### config.mk
export PLATFORM = sky130hd
export DESIGN_NAME = forwarding_scoreboard_flat
export DESIGN_NICKNAME = d
export VERILOG_FILES = /design/src/rtl/forwarding_scoreboard_if.sv /design/src/rtl/forwarding_scoreboard.sv /design/src/flat_wrapper.sv
export SDC_FILE = /design/constraint.sdc
export NUM_CORES = 1
export LEC_CHECK = 0
export ABC_AREA = 1
export BUFFER_PORTS_ARGS = -buffer_cell sky130_fd_sc_hd__buf_2
export CORE_ASPECT_RATIO = 1.2
export CORE_MARGIN = 2
export CORE_UTILIZATION = 45
export CTS_CLUSTER_DIAMETER = 80
export CTS_CLUSTER_SIZE = 25
export DETAILED_ROUTE_END_ITERATION = 16
export PLACE_DENSITY_LB_ADDON = 0.12
export SLEW_MARGIN = 10
export SYNTH_ARGS = -nofsm -noshare
export SYNTH_HDL_FRONTEND = slang
export SYNTH_SLANG_ARGS = --single-unit
### constraint.sdc
create_clock -name clk_in -period 4.1 [get_ports clk_in]
set_clock_uncertainty 0.1 [all_clocks]
set_input_delay 1.025 -clock clk_in [delete_from_list [all_inputs] [get_ports clk_in]]
set_output_delay 1.025 -clock clk_in [all_outputs]
set_load 0.005 [all_outputs]
### src/rtl/forwarding_scoreboard_if.sv
// Decode-side bundle for the forwarding scoreboard: ID operands and pipeline
// control in, bypass selects and stall/occupancy status out.
interface forwarding_scoreboard_if #(
    parameter int ADDR_W = 5,
    parameter int STAGES = 3,
    parameter int CNT_W  = 16
);
    localparam int SEL_W = $clog2(STAGES + 1);

    logic              fwd_id_valid_in;
    logic [ADDR_W-1:0] fwd_id_rd_addr_in;
    logic              fwd_id_rd_wen_in;
    logic              fwd_id_is_load_in;
    logic [ADDR_W-1:0] fwd_id_ra_addr_in;
    logic [ADDR_W-1:0] fwd_id_rb_addr_in;
    logic              fwd_hold_in;
    logic              fwd_flush_in;
    logic [SEL_W-1:0]  fwd_ra_sel_out;
    logic [SEL_W-1:0]  fwd_rb_sel_out;
    logic              fwd_stall_out;
    logic [CNT_W-1:0]  fwd_stall_cnt_out;
    logic              fwd_busy_out;

    modport master (
        output fwd_id_valid_in, fwd_id_rd_addr_in, fwd_id_rd_wen_in, fwd_id_is_load_in,
               fwd_id_ra_addr_in, fwd_id_rb_addr_in, fwd_hold_in, fwd_flush_in,
        input  fwd_ra_sel_out, fwd_rb_sel_out, fwd_stall_out, fwd_stall_cnt_out, fwd_busy_out
    );

    modport slave (
        input  fwd_id_valid_in, fwd_id_rd_addr_in, fwd_id_rd_wen_in, fwd_id_is_load_in,
               fwd_id_ra_addr_in, fwd_id_rb_addr_in, fwd_hold_in, fwd_flush_in,
        output fwd_ra_sel_out, fwd_rb_sel_out, fwd_stall_out, fwd_stall_cnt_out, fwd_busy_out
    );
endinterface

### src/rtl/forwarding_scoreboard.sv
// Tracks destinations of in-flight instructions (entry 0 = EX, last = WB), picks the
// youngest bypass source per ID operand and requests a stall on an unready load.
module forwarding_scoreboard #(
    parameter int ADDR_W     = 5,
    parameter int STAGES     = 3,
    parameter int LOAD_RDY   = 1,
    parameter int KILL_DEPTH = 1,
    parameter int CNT_W      = 16
) (
    input  logic                   clk_in,
    input  logic                   rst_in,
    forwarding_scoreboard_if.slave fwd
);
    localparam int SEL_W = $clog2(STAGES + 1);

    logic [STAGES-1:0] vld_q, vld_d;
    logic [STAGES-1:0] wen_q, wen_d;
    logic [STAGES-1:0] ld_q, ld_d;
    logic [ADDR_W-1:0] rd_q [STAGES];
    logic [ADDR_W-1:0] rd_d [STAGES];
    logic [CNT_W-1:0]  cnt_q;

    logic [SEL_W-1:0]  ra_sel, rb_sel;
    logic              ra_rdy, rb_rdy;
    logic              stall;

    // Scan oldest to youngest so the youngest matching producer is the one left standing.
    always_comb begin
        ra_sel = '0;
        rb_sel = '0;
        ra_rdy = 1'b1;
        rb_rdy = 1'b1;
        for (int k = STAGES - 1; k >= 0; k--) begin
            if (vld_q[k] && wen_q[k] && fwd.fwd_id_ra_addr_in != '0 &&
                rd_q[k] == fwd.fwd_id_ra_addr_in) begin
                ra_sel = SEL_W'(k + 1);
                ra_rdy = !ld_q[k] || (k >= LOAD_RDY);
            end
            if (vld_q[k] && wen_q[k] && fwd.fwd_id_rb_addr_in != '0 &&
                rd_q[k] == fwd.fwd_id_rb_addr_in) begin
                rb_sel = SEL_W'(k + 1);
                rb_rdy = !ld_q[k] || (k >= LOAD_RDY);
            end
        end
        stall = fwd.fwd_id_valid_in && (!ra_rdy || !rb_rdy);
    end

    always_comb begin
        vld_d = vld_q;
        wen_d = wen_q;
        ld_d  = ld_q;
        rd_d  = rd_q;
        if (!fwd.fwd_hold_in) begin
            for (int k = STAGES - 1; k > 0; k--) begin
                vld_d[k] = vld_q[k-1];
                wen_d[k] = wen_q[k-1];
                ld_d[k]  = ld_q[k-1];
                rd_d[k]  = rd_q[k-1];
            end
            // A stalled or flushed ID slot enters the pipe as a bubble.
            vld_d[0] = fwd.fwd_id_valid_in && !stall && !fwd.fwd_flush_in;
            wen_d[0] = fwd.fwd_id_rd_wen_in && (fwd.fwd_id_rd_addr_in != '0);
            ld_d[0]  = fwd.fwd_id_is_load_in;
            rd_d[0]  = fwd.fwd_id_rd_addr_in;
        end
        if (fwd.fwd_flush_in) begin
            for (int k = 0; k < KILL_DEPTH; k++) begin
                vld_d[k] = 1'b0;
            end
        end
    end

    always_ff @(posedge clk_in or posedge rst_in) begin
        if (rst_in) begin
            vld_q <= '0;
            cnt_q <= '0;
        end else begin
            vld_q <= vld_d;
            if (stall && !fwd.fwd_hold_in && cnt_q != '1) begin
                cnt_q <= cnt_q + CNT_W'(1);
            end
        end
    end

    // Payload fields are qualified by vld_q, so they need no reset.
    always_ff @(posedge clk_in) begin
        wen_q <= wen_d;
        ld_q  <= ld_d;
        rd_q  <= rd_d;
    end

    assign fwd.fwd_ra_sel_out    = ra_sel;
    assign fwd.fwd_rb_sel_out    = rb_sel;
    assign fwd.fwd_stall_out     = stall;
    assign fwd.fwd_stall_cnt_out = cnt_q;
    assign fwd.fwd_busy_out      = |vld_q;
endmodule

### src/flat_wrapper.sv
// flat-port wrapper written by rule: the top's interface ports become plain ports
module forwarding_scoreboard_flat 
#(
    parameter int ADDR_W     = 5,
    parameter int STAGES     = 3,
    parameter int LOAD_RDY   = 1,
    parameter int KILL_DEPTH = 1,
    parameter int CNT_W      = 16
)
  (clk_in, rst_in, fwd_fwd_id_valid_in, fwd_fwd_id_rd_addr_in, fwd_fwd_id_rd_wen_in, fwd_fwd_id_is_load_in, fwd_fwd_id_ra_addr_in, fwd_fwd_id_rb_addr_in, fwd_fwd_hold_in, fwd_fwd_flush_in, fwd_fwd_ra_sel_out, fwd_fwd_rb_sel_out, fwd_fwd_stall_out, fwd_fwd_stall_cnt_out, fwd_fwd_busy_out);
  forwarding_scoreboard_if #(.ADDR_W(ADDR_W), .STAGES(STAGES), .CNT_W(CNT_W)) fwd_i ();
  input  logic clk_in;
  input  logic rst_in;
  input wire logic [$bits(fwd_i.fwd_id_valid_in)-1:0] fwd_fwd_id_valid_in;
  input wire logic [$bits(fwd_i.fwd_id_rd_addr_in)-1:0] fwd_fwd_id_rd_addr_in;
  input wire logic [$bits(fwd_i.fwd_id_rd_wen_in)-1:0] fwd_fwd_id_rd_wen_in;
  input wire logic [$bits(fwd_i.fwd_id_is_load_in)-1:0] fwd_fwd_id_is_load_in;
  input wire logic [$bits(fwd_i.fwd_id_ra_addr_in)-1:0] fwd_fwd_id_ra_addr_in;
  input wire logic [$bits(fwd_i.fwd_id_rb_addr_in)-1:0] fwd_fwd_id_rb_addr_in;
  input wire logic [$bits(fwd_i.fwd_hold_in)-1:0] fwd_fwd_hold_in;
  input wire logic [$bits(fwd_i.fwd_flush_in)-1:0] fwd_fwd_flush_in;
  output wire logic [$bits(fwd_i.fwd_ra_sel_out)-1:0] fwd_fwd_ra_sel_out;
  output wire logic [$bits(fwd_i.fwd_rb_sel_out)-1:0] fwd_fwd_rb_sel_out;
  output wire logic [$bits(fwd_i.fwd_stall_out)-1:0] fwd_fwd_stall_out;
  output wire logic [$bits(fwd_i.fwd_stall_cnt_out)-1:0] fwd_fwd_stall_cnt_out;
  output wire logic [$bits(fwd_i.fwd_busy_out)-1:0] fwd_fwd_busy_out;
  assign fwd_i.fwd_id_valid_in = fwd_fwd_id_valid_in;
  assign fwd_i.fwd_id_rd_addr_in = fwd_fwd_id_rd_addr_in;
  assign fwd_i.fwd_id_rd_wen_in = fwd_fwd_id_rd_wen_in;
  assign fwd_i.fwd_id_is_load_in = fwd_fwd_id_is_load_in;
  assign fwd_i.fwd_id_ra_addr_in = fwd_fwd_id_ra_addr_in;
  assign fwd_i.fwd_id_rb_addr_in = fwd_fwd_id_rb_addr_in;
  assign fwd_i.fwd_hold_in = fwd_fwd_hold_in;
  assign fwd_i.fwd_flush_in = fwd_fwd_flush_in;
  assign fwd_fwd_ra_sel_out = fwd_i.fwd_ra_sel_out;
  assign fwd_fwd_rb_sel_out = fwd_i.fwd_rb_sel_out;
  assign fwd_fwd_stall_out = fwd_i.fwd_stall_out;
  assign fwd_fwd_stall_cnt_out = fwd_i.fwd_stall_cnt_out;
  assign fwd_fwd_busy_out = fwd_i.fwd_busy_out;
  forwarding_scoreboard #(.ADDR_W(ADDR_W), .STAGES(STAGES), .LOAD_RDY(LOAD_RDY), .KILL_DEPTH(KILL_DEPTH), .CNT_W(CNT_W)) u_core (.clk_in(clk_in), .rst_in(rst_in), .fwd(fwd_i));
endmodule
==> results of run 1 <==
## synthesized netlist by cell type (all sizes together), types with 3 or more instances
library cell  instances  area (um^2)
nand2                81          317
inv                  63          236
nor2                 30          146
nand3                27          148
dfrtp                19          475
edfxtp               19          571
o21bai               17          158
o21ai                 7         35.0
o22ai                 5         31.3
a21oi                 4         20.0
xnor2                 4         35.0
xor2                  4         35.0
nor3                  3         15.0
## layout make-up
| class | count | area, um^2 | share of cell area (%) |
|---|---|---|---|
| clock buffer | 6 | 82.6 | 3.01 |
| inverter | 64 | 240 | 8.76 |
| timing repair buffer | 44 | 223 | 8.12 |
| clock inverter | 2 | 12.5 | 0.456 |
| multi-input combinational | 196 | 1060 | 38.7 |
| tap | 60 | 75.1 | 2.74 |
| sequential | 38 | 1050 | 38.2 |
## routing by layer
layer / routed length (um) / share of wire [%] / vias up
met5: 0 / 0 / -
met3: 175 / 3.3 / 14
met2: 2690 / 51 / 43
met1: 2260 / 43 / 960
li1: - / - / 1054
met4: 167 / 3.2 / 0
## stage by stage
stage | setup WS [ns] | total power [mW]
after CTS | 0.895 | 0.839
after global placement | 0.935 | 0.564
after detailed placement | 0.903 | 0.565
after global routing | 0.761 | 0.873
after floorplan | 1.22 | 0.521
final | 0.892 | 0.828
## state kept, by name, indices dropped and copies added (netlist names)
| register | flops |
|---|---|
| u_core.rd_q | 15 |
| u_core.fwd.fwd_stall_cnt_out | 16 |
| u_core.wen_q | 3 |
| u_core.vld_q | 3 |
| u_core.ld_q | 1 |
## power by group through the flow
stage	logic, mW	registers, mW	clock network, mW
4_1_cts	0.119	0.439	0.281
6_report	0.118	0.439	0.271
3_5_place_dp	0.118	0.447	0
2_1_floorplan	0.0794	0.442	0
3_3_place_gp	0.117	0.447	0
5_1_grt	0.134	0.442	0.296
## cell families after synthesis
logic type | count (synthesis)
buffers and inverters | 66
AO/OA/AOI/OAI | 40
adder cells (fa/ha/maj) | 1
XOR/XNOR | 8
flip-flops | 38
AND/OR/NAND/NOR | 147
## worst max-delay path, stage by stage
cell and delay, ns:
buf_2 0.11, inv_2 0.09, nor2_1 0.05, nor2_1 0.08, nand2_1 0.05, nor4_1 0.29, nand2_1 0.08, a21boi_0 0.17
buf_2 0.13
## how the worst min path moves through the flow
| stage | start | endpoint | cells after the start |
|---|---|---|---|
| after floorplan | u_core.wen_q[0] | u_core.wen_q[1] | 0 |
| after global placement | u_core.wen_q[1] | u_core.wen_q[2] | 0 |
| after detailed placement | u_core.wen_q[0] | u_core.wen_q[1] | 0 |
| after CTS | u_core.wen_q[0] | u_core.wen_q[1] | 0 |
| after global routing | u_core.wen_q[0] | u_core.wen_q[1] | 0 |
| final | u_core.wen_q[0] | u_core.wen_q[1] | 0 |
==> impl_results.md, run 1 <==
- Status: finished, final reports clean
- P_leak: 1.47 nW
- Cells after Synth: 300
- Hold Slack: 0.352 ns
- Die Wd: 70.3 um
- Unique masters post-synth: 35
- Post-synthesis adder-cell area fraction: 0.527%
- Met1 Use GR: 22.5%
- Design area: 2740 um^2
- Via Count: 2071
- Die H: 83.6 um
- Io pins: 44
- Reg2reg path depth: 10
- Setup crit end: fwd_fwd_rb_sel_out[1]
- CTS-repair resized insts: 0
- Global-route wire length before repair: 8920 um
- Antenna fix cells: 0
- Initial cell density of the core: 47.4%
- Gr busiest metal: met2
- Max Slew Vio Count: 0
- Post-synthesis sequential area ratio: 44.0%
- Netlist Area Pre-Place: 2370 um^2
- Vias in the first global route: 1999
- Most frequent cells in the layout: 78 x nand2_1, 53 x inv_1, 43 x buf_2
- Mean post-synth cell area: 7.92 um^2
- Setup violations, final: 0
- Leading cell type in the layout, fill and taps excluded: nand2_1
- Achievable frequency: 312 MHz
- GR Layer Usage met2: 33.2%
- Final TNS setup: 0 ns
- Fill cell count: 496
- Fin. Hold Viols: 0
- Setup crit end kind: primary output
- Clock root buffer: clkbuf_8
- Global-route usage over all layers: 19.2%
- Xor/xnor share of the synthesized area: 2.95%
- Compound-gate portion of the synthesized area: 12.6%
- Clock Path Buffers: 2
- Post-synth ARST share: 50.0%
- Max VDD drop: 0.191 mV
- Drt wl/cell: 12.9 um
- Layout area overhead: 15.4%
- Initial antenna violation count: 0
- Reg2reg end: u_core.fwd.fwd_stall_cnt_out[11]
- Clock sinks: 38
- Drt drc: 0
- Largest family of logic cells by synthesized area: simple AND/OR/NAND/NOR gates
- Part of the cycle the worst path needs: 78.3%
- WL final: 5290 um
- Met3 usage: 4.23%
- Nets: 372
- GPL Wtd Cong: 0.941
- Register bit count reported by yosys: 38
- Antenna-violating nets left: 0
- Max FO, Critical Path: 6
- Clock latency on the worst-skew pair: 0.29 ns
- Total CTS buffers: 5
- Grt total ovfl: 0
- Final HPWL DP: 4120 um
- DP Area: 2650 um^2
- Non-filler cells, final: 410
- Worst-Margin Slew: 0.786 ns
- DRT iter0 DRCs: 139
- Max-cap violations: 0
- DIE AREA: 5880 um^2
- Worst-path clk slew: 0.08 ns
- Sequential share of power: 53.0%
- Warnings, synthesis: 0
- R2R Path Start: u_core.rd_q[12]
- CTS tree: built
- Pwr dens: 302 nW/um^2
- Port bufs: 43
- Simple logic cell fraction of the synthesized area: 28.7%
- Rel. slew slack: 47.6%
- First-pass iteration count of the detailed router: 4
- Sw frac: 27.8%
- Final worst path period need: 3.21 ns
- CTS HTree Levels: 2
- Core area: 5010 um^2
- Critical Path AT: 2.08 ns
- Critical path class: in -> out
- Flop-to-flop setup slack: 2.21 ns
- Switching power of the nets: 0.231 mW
- Vias per std cell: 5.05
- Placed cell count: 402
- Setup Buffers After CTS: 0
- Syn nets: 323
- Num rows: 28
- Comb pwr share: 14.3%
- Mux cell area share after synthesis: 0%
- Design internal power: 0.598 mW
- Clk pwr share: 32.8%
- Startpoint types: input pin
- Layout cell share with drive strength beyond 1: 22.6%
- Largest net degree at the start of global routing: 24
- Fin util: 54.7%
- Post-synth EDFFs: 19
- Worst Hold Class: reg -> reg
- Crit path launch: fwd_fwd_id_rb_addr_in[3]
- CP required: 2.97 ns
- Cts hold-fix bufs: 0
- RSZ-0062 raised after global routing: no
- Top_reg_cell synth: edfxtp_1
Note: power is estimated with default switching activity, not from simulation.
==> run 2: changes to the inputs <==
Clock period 4.1 ns to 3.2 ns, I/O delays scaled along.
==> impl_results.md, run 2 (same netlist as run 1, synthesis figures left out) <==
- Status: finished, final reports clean
- Design area: 2730 um^2
- Largest net degree at the start of global routing: 24
- P_leak: 1.46 nW
- Reg2reg end: u_core.fwd.fwd_stall_cnt_out[14]
- Rel. slew slack: 48.8%
- DRT iter0 DRCs: 125
- Antenna fix cells: 0
- Worst Hold Class: reg -> reg
- Clock sinks: 38
- Setup crit end kind: primary output
- Die Wd: 70.3 um
- Slowest Stage Delay on Critical Path: 0.27 ns
- Initial antenna violation count: 0
- Final worst path period need: 2.74 ns
- Crit-path slowest cell: nor4_1
- Via Count: 2023
- Reg2reg path depth: 10
- Pwr dens: 375 nW/um^2
- Layout cell share with drive strength beyond 1: 22.0%
- Achievable frequency: 365 MHz
- Leading cell type in the layout, fill and taps excluded: nand2_1
- Max VDD drop: 0.223 mV
- Layout area overhead: 14.9%
- Max-cap violations: 0
- Global-route usage over all layers: 19.3%
- Hold Slack: 0.351 ns
- Drt drc: 0
- Port bufs: 43
- Drt wl/cell: 12.7 um
- DIE AREA: 5880 um^2
- Grt total ovfl: 0
- Num rows: 28
- Startpoint types: input pin
- HP Start: u_core.wen_q[0]
- Hold Path Sink: u_core.wen_q[1]
- Max reg flops: 16
- Critical Path AT: 1.84 ns
- Fin. Hold Viols: 0
- CTS HTree Levels: 2
- Multi-input gate area: 1060 um^2
- DP Area: 2650 um^2
- Core area: 5010 um^2
- Nets: 372
- RSZ-0062 raised after global routing: no
- Global-route wire length before repair: 9030 um
- Setup Buffers After CTS: 0
- Worst-path clk slew: 0.07 ns
- Final TNS setup: 0 ns
- Critical path class: in -> out
- Antenna-violating nets left: 0
- WL final: 5210 um
- Worst-Margin Slew: 0.767 ns
- R2R Path Start: u_core.rd_q[12]
- Max FO, Critical Path: 6
- CTS tree: built
- GPL Wtd Cong: 0.932
- First-pass iteration count of the detailed router: 4
- Io pins: 44
- Most frequent cells in the layout: 78 x nand2_1, 53 x inv_1, 43 x buf_2
- FF+latch area: 1050 um^2
- CTS-repair resized insts: 0
- Worst hold path cell count: 0
- Clock Path Buffers: 2
- Flop-to-flop setup slack: 1.31 ns
- Vias in the first global route: 1995
- Final HPWL DP: 4100 um
- Setup violations, final: 0
- Max Slew Vio Count: 0
- Clock latency on the worst-skew pair: 0.28 ns
- Cts hold-fix bufs: 0
- Total CTS buffers: 5
- Vias per std cell: 4.93
- Design Power: 1.02 mW
- CP required: 2.30 ns
- Clock root buffer: clkbuf_8
- Part of the cycle the worst path needs: 85.7%
- Die H: 83.6 um
- Initial cell density of the core: 47.4%
- Fill cell count: 495
- Crit-path cells: buf_2, inv_2, nor2_1, nor2_1, nand2_1, nor4_1, nand2_1, a21boi_0, buf_2
-- run 2: final cells by class --
| type | instances | share of cell area, % |
|---|---|---|
| clock inverters | 2 | 0.321 |
| inverters | 64 | 8.81 |
| multi-input cells | 196 | 38.9 |
| clock buffers | 6 | 2.66 |
| well taps | 60 | 2.75 |
| flip-flops and latches | 38 | 38.3 |
| repair buffers | 44 | 8.17 |
-- run 2: per-layer routing --
metal,track usage [%],wire [um]
met3,3.50,193
met2,33.8,2710
met1,22.7,2200
met5,0,0
met4,8.39,108
-- run 2: where the power goes --
group / switching (mW) / leakage, nW / internal (mW)
registers: 0.0219 / 0.365 / 0.540
clock network: 0.160 / 0.0426 / 0.150
logic: 0.0977 / 1.05 / 0.0528
-- run 2: critical path: cells and delay by family --
family / cells / cell delay (ns)
simple gates: 5 / 0.54
buf+inv: 3 / 0.33
compound gates: 1 / 0.16
-- run 2: metrics by stage --
stage | cells | setup slack (ns) | utilization (%)
final | 410 | 0.457 | 54.4
after global routing | 410 | 0.338 | 54.4
after CTS | 410 | 0.461 | 54.4
after detailed placement | 402 | 0.461 | 52.8
after global placement | 402 | 0.484 | 52.8
after floorplan | 300 | 0.771 | -
-- run 2: worst max-delay path by stage --
stage                                   from                     to  slack (ns)  cells past startpoint
floorplan           fwd_fwd_id_rb_addr_in[3]  fwd_fwd_rb_sel_out[1]        0.77                      7
global placement    fwd_fwd_id_rb_addr_in[1]      fwd_fwd_stall_out        0.48                     10
detailed placement  fwd_fwd_id_rb_addr_in[1]      fwd_fwd_stall_out        0.46                     10
CTS                 fwd_fwd_id_rb_addr_in[1]      fwd_fwd_stall_out        0.46                     10
global route        fwd_fwd_id_rb_addr_in[3]  fwd_fwd_rb_sel_out[1]        0.34                      9
finish              fwd_fwd_id_rb_addr_in[3]  fwd_fwd_rb_sel_out[1]        0.46                      9
==> run 3: changes to the inputs <==
Settings changed: RECOVER_POWER set to 100.
==> impl_results.md, run 3 (same netlist as run 1, synthesis figures left out) <==
- CTS-repair resized insts: 0
- Leading cell type in the layout, fill and taps excluded: nand2_1
- Design internal power: 0.742 mW
- Switching power of the nets: 0.281 mW
- Critical path class: in -> out
- Sequential share of power: 55.0%
- Worst-path clk slew: 0.08 ns
- Layout cell share with drive strength beyond 1: 18.3%
- First-pass iteration count of the detailed router: 4
- RSZ-0062 raised after global routing: no
- DIE AREA: 5880 um^2
- Via Count: 2038
- Most frequent cells in the layout: 80 x nand2_1, 54 x inv_1, 35 x buf_2
- Place WS: 0.461 ns
- Vias in the first global route: 1995
- Comb pwr share: 14.4%
- Vias per std cell: 4.97
- Die H: 83.6 um
- Clk pwr share: 30.6%
- Hold Slack: 0.352 ns
- Drt wl/cell: 12.7 um
- Final TNS setup: 0 ns
- Critical Path AT: 1.93 ns
- Critical path's top delay family: simple AND/OR/NAND/NOR gates
- Setup violations, final: 0
- Slowest Stage Delay on Critical Path: 0.21 ns
- Final worst setup slack: 0.365 ns
- Num rows: 28
- WL final: 5210 um
- Clock Path Buffers: 2
- Crit-path cells: buf_2, inv_1, nand3_1, nor2_1, nor2_1, nand2_2, nand2_1, nand3_4, inv_1, buf_2
- Layout area overhead: 13.2%
- Cts hold-fix bufs: 0
- Nets: 372
- Largest net degree at the start of global routing: 24
- Clock root buffer: clkbuf_8
- CTS tree: built
- Clock latency on the worst-skew pair: 0.29 ns
- Crit-path slowest cell: nor2_1
- Max reg flops: 16
- Setup Buffers After CTS: 0
- Initial antenna violation count: 0
- Sw frac: 27.5%
- GPL Wtd Cong: 0.932
- Max VDD drop: 0.232 mV
- Antenna-violating nets left: 0
- Clock sinks: 38
- Antenna fix cells: 0
- Drt drc: 0
- Final HPWL DP: 4100 um
- Design Power: 1.02 mW
- Die Wd: 70.3 um
- CTS HTree Levels: 2
- Achievable frequency: 353 MHz
- Port bufs: 43
- Pwr dens: 380 nW/um^2
- Final worst path period need: 2.83 ns
- Global-route wire length before repair: 9030 um
- Fin. Hold Viols: 0
- Non-filler cells, final: 410
- Io pins: 44
- Worst Hold Class: reg -> reg
- Global-route usage over all layers: 19.3%
- Startpoint types: input pin
- Core area: 5010 um^2
- Grt total ovfl: 0
- Rel. slew slack: 23.1%
- Max Slew Vio Count: 0
- Setup crit end kind: primary output
- Worst-Margin Slew: 1.15 ns
- Worst path bufs/invs: 4
- Initial cell density of the core: 47.4%
- Status: finished, final reports clean
- DRT iter0 DRCs: 108
- Max FO, Critical Path: 6
- Part of the cycle the worst path needs: 88.6%
- CP required: 2.30 ns
- Placed cell count: 402
- Total CTS buffers: 5
- Max-cap violations: 0
- P_leak: 1.44 nW
[run 3: metal layers]
layer | up-vias | part of all wire, % | global-route usage (%)
met5 | - | 0 | 0
met2 | 45 | 52 | 33.8
li1 | 1054 | - | -
met3 | 10 | 3.9 | 3.50
met1 | 929 | 42 | 22.7
met4 | 0 | 2.1 | 8.39
[run 3: area by class of cell]
type | count | area [um^2]
clock buffer | 6 | 72.6
clock inverter | 2 | 8.76
fill | 500 | 2320
inverter | 64 | 240
multi-input combinational | 196 | 1040
sequential | 38 | 1050
tap | 60 | 75.1
timing repair buffer | 44 | 209
[run 3: power groups by stage]
stage	Combinational [mW]	Clock [mW]	Sequential (mW)
global route	0.171	0.349	0.567
global placement	0.149	0	0.572
finish	0.148	0.312	0.562
detailed placement	0.152	0	0.573
CTS	0.152	0.328	0.562
floorplan	0.102	0	0.566
[run 3: worst register-to-register path: cells and delay by family (launching register included)]
family | cells | cell delay [ns]
compound gates | 1 | 0.40
flops | 1 | 0.46
buf+inv | 1 | 0.12
simple gates | 8 | 1.36
[run 3: final timing paths]
| kind | startpoint | endpoint | slack, ns | depth (start not counted) |
|---|---|---|---|---|
| max reg2reg | u_core.rd_q[12] | u_core.fwd.fwd_stall_cnt_out[1] | 0.66 | 10 |
| max | fwd_fwd_id_rb_addr_in[3] | fwd_fwd_stall_out | 0.37 | 10 |
| min in group asynchronous | rst_in | u_core.vld_q[2] | 0.54 | 2 |
| min | u_core.wen_q[0] | u_core.wen_q[1] | 0.35 | 0 |
| max in group asynchronous | rst_in | u_core.fwd.fwd_stall_cnt_out[0] | 1.97 | 2 |
| min reg2reg | u_core.wen_q[0] | u_core.wen_q[1] | 0.35 | 0 |
[run 3: metrics by stage]
stage                     utilization (%)  cell area (um^2)
after detailed placement             52.8              2650
final                                53.7              2690
after floorplan                         -              2370
after global routing                 53.7              2690
after global placement               52.8              2650
after CTS                            54.4              2730
